==> src/rtl/adc_sched_pkg.sv <==
// Shared types and helpers for the ADC conversion scheduler.
`default_nettype none

package adc_sched_pkg;

  typedef enum logic [1:0] {
    S_IDLE    = 2'd0,
    S_SETTLE  = 2'd1,
    S_CONVERT = 2'd2,
    S_DONE    = 2'd3
  } state_e;

  localparam int SETTLE_CW = 8;   // holds SETTLE_CYC up to 255
  localparam int TMO_CW    = 16;  // holds TIMEOUT_CYC up to 65535
  localparam int DISC_CW   = 8;   // holds DISCARD up to 255
  localparam int RR_MAX    = 16;

  // Lowest requesting index at or above ptr, wrapping to 0. Requests above
  // NCH are zero, so rotating over the full 16-bit window wraps correctly.
  function automatic int rr_pick(input logic [RR_MAX-1:0] req, input int ptr);
    logic [RR_MAX-1:0] rot;
    int                pick;
    rot  = 16'({req, req} >> ptr);
    pick = ptr;
    for (int i = RR_MAX - 1; i >= 0; i--) begin
      if (rot[i]) pick = (ptr + i) % RR_MAX;
    end
    return pick;
  endfunction

endpackage

`default_nettype wire

==> src/rtl/rr_arbiter.sv <==
// Round-robin channel pick with a pointer that advances past each served channel.
`default_nettype none

module rr_arbiter
  import adc_sched_pkg::*;
#(
  parameter int NCH = 4
) (
  input  logic                    clk,
  input  logic                    rst,
  input  logic [NCH-1:0]          req_i,
  input  logic                    done_i,
  input  logic [$clog2(NCH)-1:0]  done_idx_i,
  output logic [$clog2(NCH)-1:0]  grant_o,
  output logic                    any_o
);

  localparam int PW = $clog2(NCH);

  logic [PW-1:0] ptr_q, ptr_d;

  assign grant_o = PW'(rr_pick(16'(req_i), int'(ptr_q)));
  assign any_o   = |req_i;

  always_comb begin
    ptr_d = ptr_q;
    if (done_i) begin
      ptr_d = (done_idx_i == PW'(NCH - 1)) ? '0 : done_idx_i + 1'b1;
    end
  end

  always_ff @(posedge clk) begin
    if (rst) ptr_q <= '0;
    else     ptr_q <= ptr_d;
  end

endmodule

`default_nettype wire

==> src/rtl/adc_conv_sched.sv <==
// Shares one ADC among NCH requesters: select, settle, enable, discard stale
// samples, capture, and return the code with a one-cycle response pulse.
`default_nettype none

module adc_conv_sched
  import adc_sched_pkg::*;
#(
  parameter int NCH         = 4,
  parameter int NBITS       = 8,
  parameter int SETTLE_CYC  = 2,
  parameter int DISCARD     = 1,
  parameter int TIMEOUT_CYC = 64
) (
  input  logic                    clk,
  input  logic                    rst,
  input  logic [NCH-1:0]          req,
  output logic [NCH-1:0]          resp_valid,
  output logic [NBITS-1:0]        resp_code,
  output logic                    resp_err,
  output logic [$clog2(NCH)-1:0]  ch_sel,
  output logic                    adc_en,
  input  logic                    adc_data_ready,
  input  logic [NBITS-1:0]        adc_q,
  output logic                    busy
);

  localparam int CW = $clog2(NCH);

  state_e               state_q, state_d;
  logic [CW-1:0]        ch_sel_q, ch_sel_d;
  logic                 adc_en_q, adc_en_d;
  logic [SETTLE_CW-1:0] settle_q, settle_d;
  logic [TMO_CW-1:0]    tmo_q, tmo_d;
  logic [DISC_CW-1:0]   disc_q, disc_d;
  logic [NBITS-1:0]     code_q, code_d;
  logic                 err_q, err_d;
  logic [NCH-1:0]       valid_q, valid_d;

  logic [CW-1:0]        grant;
  logic                 any_req;
  logic                 sample_hit;

  rr_arbiter #(.NCH(NCH)) u_arb (
    .clk        (clk),
    .rst        (rst),
    .req_i      (req),
    .done_i     (state_q == S_DONE),
    .done_idx_i (ch_sel_q),
    .grant_o    (grant),
    .any_o      (any_req)
  );

  assign sample_hit = adc_en_q && adc_data_ready;

  always_comb begin
    state_d  = state_q;
    ch_sel_d = ch_sel_q;
    adc_en_d = 1'b0;
    settle_d = settle_q;
    tmo_d    = tmo_q;
    disc_d   = disc_q;
    code_d   = code_q;
    err_d    = err_q;
    valid_d  = '0;

    unique case (state_q)
      S_IDLE: begin
        if (any_req) begin
          ch_sel_d = grant;
          settle_d = '0;
          tmo_d    = '0;
          disc_d   = '0;
          state_d  = (SETTLE_CYC == 0) ? S_CONVERT : S_SETTLE;
        end
      end

      S_SETTLE: begin
        if (int'(settle_q) + 1 >= SETTLE_CYC) state_d  = S_CONVERT;
        else                                  settle_d = settle_q + 1'b1;
      end

      S_CONVERT: begin
        // Capture is checked first so it wins over a coincident timeout.
        if (sample_hit && int'(disc_q) >= DISCARD) begin
          code_d            = adc_q;
          err_d             = 1'b0;
          valid_d[ch_sel_q] = 1'b1;
          state_d           = S_DONE;
        end else begin
          if (sample_hit) disc_d = disc_q + 1'b1;
          if (int'(tmo_q) + 1 >= TIMEOUT_CYC) begin
            code_d            = '0;
            err_d             = 1'b1;
            valid_d[ch_sel_q] = 1'b1;
            state_d           = S_DONE;
          end else begin
            tmo_d    = tmo_q + 1'b1;
            adc_en_d = 1'b1;
          end
        end
      end

      S_DONE: state_d = S_IDLE;

      default: state_d = S_IDLE;
    endcase
  end

  always_ff @(posedge clk) begin
    if (rst) begin
      state_q  <= S_IDLE;
      ch_sel_q <= '0;
      adc_en_q <= 1'b0;
      settle_q <= '0;
      tmo_q    <= '0;
      disc_q   <= '0;
      code_q   <= '0;
      err_q    <= 1'b0;
      valid_q  <= '0;
    end else begin
      state_q  <= state_d;
      ch_sel_q <= ch_sel_d;
      adc_en_q <= adc_en_d;
      settle_q <= settle_d;
      tmo_q    <= tmo_d;
      disc_q   <= disc_d;
      code_q   <= code_d;
      err_q    <= err_d;
      valid_q  <= valid_d;
    end
  end

  assign resp_valid = valid_q;
  assign resp_code  = code_q;
  assign resp_err   = err_q;
  assign ch_sel     = ch_sel_q;
  assign adc_en     = adc_en_q;
  assign busy       = (state_q != S_IDLE);

endmodule

`default_nettype wire

==> config.mk <==
export PLATFORM = sky130hd
export DESIGN_NAME = adc_conv_sched
export DESIGN_NICKNAME = d
export VERILOG_FILES = /design/src/rtl/adc_sched_pkg.sv /design/src/rtl/rr_arbiter.sv /design/src/rtl/adc_conv_sched.sv
export SDC_FILE = /design/constraint.sdc
export NUM_CORES = 1
export LEC_CHECK = 0
export BUFFER_PORTS_ARGS = -buffer_cell sky130_fd_sc_hd__buf_2
export CAP_MARGIN = 20
export CORE_MARGIN = 2
export CORE_UTILIZATION = 38
export CTS_CLUSTER_DIAMETER = 50
export DETAILED_ROUTE_END_ITERATION = 10
export PLACE_DENSITY = 0.55
export SLEW_MARGIN = 0
export SYNTH_ARGS = -nofsm -noshare
export SYNTH_HDL_FRONTEND = slang
export SYNTH_SLANG_ARGS = --single-unit
==> constraint.sdc <==
create_clock -name clk -period 2.6 [get_ports clk]
set_clock_uncertainty 0.2 [all_clocks]
set_input_delay 0.26 -clock clk [delete_from_list [all_inputs] [get_ports clk]]
set_output_delay 0.26 -clock clk [all_outputs]
set_load 0.01 [all_outputs]
==> results.json, run 1 <==
{
  "setup_viol": 0,
  "drt_iter0_markers": 72,
  "yosys.area.top_type": "dfxtp_1",
  "antenna_found_initial": 0,
  "tritoncts": "yes",
  "worst_setup_path_end_kind": "register",
  "numCtsBuffers": 5,
  "synth_top_area_share_pct": 41.8,
  "ys_seq_area_share_pct": 41.8,
  "cts_setup_buffers": 0,
  "ant_nets": 0,
  "critPathMaxFanout": 16,
  "crit_required_ns": 2.61,
  "fin_nets": 347,
  "status": "finished clean",
  "final-max-slew-violation-count": 0,
  "use_met1_pct": 18.9,
  "die_h_um": 84.9,
  "synth_simple_gate_area_share_pct": 29.2,
  "root_buffer": "clkbuf_8",
  "rsz0062_at_grt": "false",
  "worst_pin_slew_ns": 0.399,
  "ios": 32,
  "grt_most_used_layer": "met2",
  "vias": 2003,
  "gr-usage-met3_pct": 3.99,
  "cp-start-kind": "register",
  "rows": 29,
  "gr-total-overflow": 0,
  "async_reset_ff_share_pct": 0,
  "grt_pass1_wl_um": 8650,
  "cts_num_sinks": 52,
  "routed_via_density": 5.06,
  "start_util_pct": 39.2,
  "postSynthCellCount": 271,
  "fmax_mhz": 408,
  "grtUsageMet2_pct": 23.9,
  "firstDrtPassIters": 4,
  "grt_max_degree": 25,
  "die_area_um2": 7220,
  "tns_ns": 0,
  "n_antenna_cell": 0,
  "synth_area_leaders": "dfxtp_1, ha_1, and2_1",
  "clkTransAtPathRegs_ns": 0.10,
  "wl_um": 4880,
  "reg2reg_depth": 7,
  "hp-class": "input pin to register",
  "yosysUniqueCellTypes": 50,
  "syn_area_per_cell_um2": 9.19,
  "slew_headroom_pct": 72.7,
  "synth_edf_count": 0,
  "synth_adder_area_share_pct": 7.04,
  "fin_cells": 396,
  "synth_xor_xnor_area_share_pct": 1.06,
  "mostFrequentLayoutCell": "dfxtp_1",
  "synth_warnings": 0,
  "post-route-period-util_pct": 94.2,
  "htreeDepth": 2,
  "design.core.area_um2": 6350,
  "remaining_drc_errors": 0,
  "min_period_ns": 2.45,
  "p_leak_nw": 1.21,
  "syn_area_um2": 2490,
  "final_cell_mix": "dfxtp_1, buf_2, nand2_1, nor2_1, and2_1",
  "drive_gt1_share_pct": 16.6,
  "crit_type": "register to register",
  "synth_compound_area_share_pct": 15.5,
  "synth_flop_cell": "dfxtp_1",
  "hold_depth": 4,
  "place.gp.congestion": 0.781,
  "power.density_nw_per_um2": 631,
  "arrival_ns": 2.46,
  "synth.ff_latch_count": 52,
  "clock_latency_ns": 0.31,
  "dp_hpwl_um": 3430,
  "dp_cells": 380,
  "grt_use_total_pct": 14.6,
  "die_w_um": 84.9,
  "area_growth_pct": 17.5,
  "grt_pass1_vias": 1936,
  "synth_nets": 300,
  "io_buffers": 31,
  "clock_path_buffers": 2,
  "routedWlPerCell_um": 12.3,
  "fill_cells": 609,
  "irDropWorstVdd_uv": 281,
  "synth_top_family_by_area": "simple AND/OR/NAND/NOR gates",
  "drv_cap": 0,
  "hold_viol": 0,
  "synth_mux_area_share_pct": 2.46
}
-- kinds of logic (layout without fill, tap and decap cells) --
group,Yosys count,in the layout
DFF,52,52
adders and majority gates,14,14
and+or+nand+nor,129,129
AOI/OAI and AO/OA,52,52
buffers and inverters,15,63
muxes,6,6
xor gates and xnor gates,3,3
-- worst max-delay path: stages (launching register included) --
cell and delay [ns]:
dfxtp_1 0.36, ha_1 0.26, and4_4 0.22, a2111oi_0 0.40, a211o_1 0.19, nand4_4 0.15
o21a_4 0.30, mux2_2 0.27
-- worst paths after layout --
check,endpoint,start,slack (ns)
min reg2reg,disc_q[7],disc_q[7],0.27
max reg2reg,tmo_q[0],tmo_q[0],0.15
max,tmo_q[0],tmo_q[0],0.15
min,ch_sel[0],req[2],0.11
-- synthesized netlist by cell type (2+ instances only) --
library cell and number:
a22o_1 2, a311o_1 2, nor3b_1 2, o21ai_0 12, xnor2_1 2, or3_1 2
and2_1 20, a21oi_1 5, nand4_1 6, a31oi_1 4, buf_6 2, nor3_1 2
and3_1 6, ha_1 14, inv_1 10, o211ai_1 2, a41oi_1 3, a211oi_1 5
nand2_1 23, a21o_1 4, nor4_1 4, a2111oi_0 2, dfxtp_1 52, clkbuf_1 3
and4_1 4, nand3_1 9, nor2b_1 6, nor2_1 22, nand2b_1 16, mux2i_1 5
-- flip-flops by register name, indices dropped and copies added (netlist names) --
| register | cells |
|---|---|
| tmo_q | 16 |
| state_q | 2 |
| ch_sel | 2 |
| resp_valid | 4 |
| resp_code | 8 |
| settle_q | 8 |
| u_arb.ptr_q | 2 |
| disc_q | 8 |
| adc_en | 1 |
| resp_err | 1 |
-- power by group --
group	switching, mW	total, mW	internal (mW)
Clock	0.267	0.480	0.213
Combinational	0.293	0.498	0.206
Sequential	0.0381	0.868	0.830
Total	0.598	1.85	1.25
-- through the flow --
stage	utilization, %	setup slack, ns	hold WS [ns]	power, mW	area, um2
4_1_cts	46.1	0.156	0.108	1.88	2930
3_3_place_gp	43.3	0.208	0.250	1.39	2750
5_1_grt	46.1	0.0265	0.201	1.98	2930
6_report	46.1	0.150	0.114	1.85	2930
3_5_place_dp	43.3	0.162	0.261	1.38	2750
2_1_floorplan	-	0.352	0.169	1.25	2490
-- timing repair --
item	4_1_cts	5_1_grt
hold buffers	8	0
endpoints found under the hold margin	8	0
endpoints found under the setup margin	0	0
gates resized for setup	0	0
-- cell type report --
type,count,area (um2),share of cell area [%]
Inverter,10,37.5,1.28
Clock buffer,6,82.6,2.82
Sequential cell,52,1040,35.6
Timing Repair Buffer,45,280,9.58
Multi-Input combinational cell,204,1380,47.1
Tap cell,77,96.3,3.29
Clock inverter,2,10.0,0.342
-- layer usage --
| metal | up-vias | routed length, um |
|---|---|---|
| li1 | 1061 | - |
| met5 | - | 0 |
| met2 | 35 | 2220 |
| met1 | 901 | 2400 |
| met3 | 6 | 203 |
| met4 | 0 | 60 |
(Power assumes the default switching activity.)
==> run 2, diff against run 1 <==
--- a/config.mk
+++ b/config.mk
@@ -15,4 +15,5 @@
 export SLEW_MARGIN = 0
 export SYNTH_ARGS = -nofsm -noshare
 export SYNTH_HDL_FRONTEND = slang
+export SYNTH_HIERARCHICAL = 1
 export SYNTH_SLANG_ARGS = --single-unit
==> run 2 against run 1 <==
Compared with the run above:
- fmax fell by 2.1%
- core utilization rose by 2.2 points
- non-clock buffer count rose by 9
- synthesized area fell by 2.8%
- combinational power fell by 6.6%
==> results.json, run 2 <==
{
  "status": "finished clean",
  "yosys.area.top_type": "dfxtp_1",
  "grtUsageMet2_pct": 24.8,
  "cp-start-kind": "register",
  "grt_use_total_pct": 15.4,
  "critPathMaxFanout": 8,
  "design.core.area_um2": 6240,
  "async_reset_ff_share_pct": 0,
  "wl_um": 5170,
  "drive_gt1_share_pct": 23.4,
  "grt_pass1_wl_um": 8970,
  "irDropWorstVdd_uv": 250,
  "clock_path_buffers": 2,
  "syn_area_um2": 2420,
  "setup_ws_ns": 0.0982,
  "tritoncts": "yes",
  "clock_latency_ns": 0.31,
  "cpMaxStageDelayCell": "or4_4",
  "final-max-slew-violation-count": 0,
  "dp_cells": 384,
  "die_w_um": 83.8,
  "dp_hpwl_um": 3800,
  "gr-usage-met3_pct": 3.36,
  "root_buffer": "clkbuf_8",
  "synth_flop_cell": "dfxtp_1",
  "drt_iter0_markers": 87,
  "postSynthCellCount": 265,
  "hold_viol": 0,
  "synth_commonest_cells": "dfxtp_1, nor2_1, nand2_1",
  "cpLargestDelayFamily": "compound AO/OA/AOI/OAI gates",
  "die_area_um2": 7030,
  "pre_cts_ws_ns": 0.0562,
  "rsz0062_at_grt": "true",
  "ios": 32,
  "numCtsBuffers": 5,
  "worst_setup_path_end_kind": "register",
  "area_growth_pct": 24.5,
  "reg2reg_slack_ns": 0.1,
  "largest_register_ffs": 16,
  "synth_top_area_share_pct": 43.0,
  "fill_cells": 597,
  "slew_headroom_pct": 63.7,
  "gr-total-overflow": 0,
  "ys_seq_area_share_pct": 43.0,
  "worst_pin_slew_ns": 0.542,
  "worstPathCellList": "ha_2, nand3_2, o41a_1, or4_4, o41ai_4, buf_4, a22o_1",
  "syn_area_per_cell_um2": 9.14,
  "place.gp.congestion": 0.770,
  "io_buffers": 31,
  "crit_buf_inv": 1,
  "synth.ff_latch_count": 52,
  "synth_nets": 291,
  "yosysUniqueCellTypes": 52,
  "crit_type": "register to register",
  "grt_most_used_layer": "met2",
  "synth_area_leaders": "dfxtp_1, ha_1, nor2_1",
  "hp-class": "input pin to register",
  "fin_cells": 402,
  "remaining_drc_errors": 0,
  "rows": 29,
  "largest_register": "tmo_q",
  "power.density_nw_per_um2": 634,
  "clkTransAtPathRegs_ns": 0.09,
  "mostFrequentLayoutCell": "dfxtp_1",
  "routed_via_density": 5.18,
  "post-route-period-util_pct": 96.2,
  "synth_edf_count": 0,
  "arrival_ns": 2.55,
  "htreeDepth": 2,
  "crit_required_ns": 2.65,
  "grt_max_degree": 17,
  "cts_num_sinks": 52,
  "setup_viol": 0,
  "fin_nets": 350,
  "n_antenna_cell": 0,
  "antenna_found_initial": 0,
  "use_met1_pct": 20.7,
  "firstDrtPassIters": 4,
  "vias": 2081,
  "fmax_mhz": 400,
  "start_util_pct": 38.8,
  "max_stage_delay_ns": 0.59,
  "post_dp_cell_area_um2": 2760,
  "post-route-cell-area_um2": 3020,
  "whs_ns": 0.148,
  "final_core_util_pct": 48.3,
  "die_h_um": 83.8,
  "p_leak_nw": 1.23,
  "synth.most_common_cell": "dfxtp_1",
  "final_cell_mix": "dfxtp_1, buf_2, nor2_1, nand2_1",
  "synth_warnings": 6,
  "routedWlPerCell_um": 12.9,
  "ant_nets": 0,
  "drv_cap": 0,
  "min_period_ns": 2.50,
  "grt_pass1_vias": 1966
}
==> run 2: per-layer routing <==
| metal | wire, um | vias up |
|---|---|---|
| met5 | 0 | - |
| met3 | 100 | 7 |
| met1 | 2500 | 969 |
| met2 | 2490 | 19 |
| met4 | 85 | 0 |
| li1 | - | 1086 |
==> run 2: per-stage QoR <==
stage | power (mW) | TNS (ns)
2_1_floorplan | 1.17 | 0
4_1_cts | 1.94 | 0
6_report | 1.91 | 0
5_1_grt | 2.04 | -0.00269
3_5_place_dp | 1.34 | 0
3_3_place_gp | 1.34 | 0
==> run 2: worst paths after layout <==
kind	from	end	cells past startpoint
min	rst	ch_sel[0]	3
min reg2reg	settle_q[6]	settle_q[6]	1
max reg2reg	tmo_q[0]	resp_code[3]	7
max	tmo_q[0]	resp_code[3]	7
==> run 2: worst register-to-register path, delay by kind of cell, from the launching register on <==
family          cells  cell delay (ns)
flops               1             0.36
compound gates      3             0.78
buf+inv             1             0.20
simple gates        2             0.68
fa+ha+maj           1             0.22
==> run 2: power breakdown <==
| part | internal (mW) | switching, mW |
|---|---|---|
| registers | 0.829 | 0.0419 |
| logic | 0.205 | 0.261 |
| clock network | 0.315 | 0.260 |
| total | 1.35 | 0.563 |
==> run 2: timing repair <==
action	CTS	global route
hold buffers	8	0
setup buffers	0	2
hold endpoints to repair	8	0
setup endpoints to repair	0	32
gates resized for setup	0	10
==> run 2: cells by family after synthesis <==
group,share of synthesized area (%)
AO/OA/AOI/OAI,19.2
XOR/XNOR,1.45
adder cells (fa/ha/maj),5.68
buffers and inverters,2.64
flip-flops,43.0
multiplexers,2.12
AND/OR/NAND/NOR,25.9
==> run 2: final cells by class <==
class | count | area (um2) | area share [%]
clock buffer | 6 | 82.6 | 2.74
clock inverter | 2 | 38.8 | 1.29
inverter | 15 | 56.3 | 1.87
multi-input combinational | 196 | 1350 | 44.6
sequential | 52 | 1050 | 34.7
tap | 77 | 96.3 | 3.20
timing repair buffer | 54 | 348 | 11.5
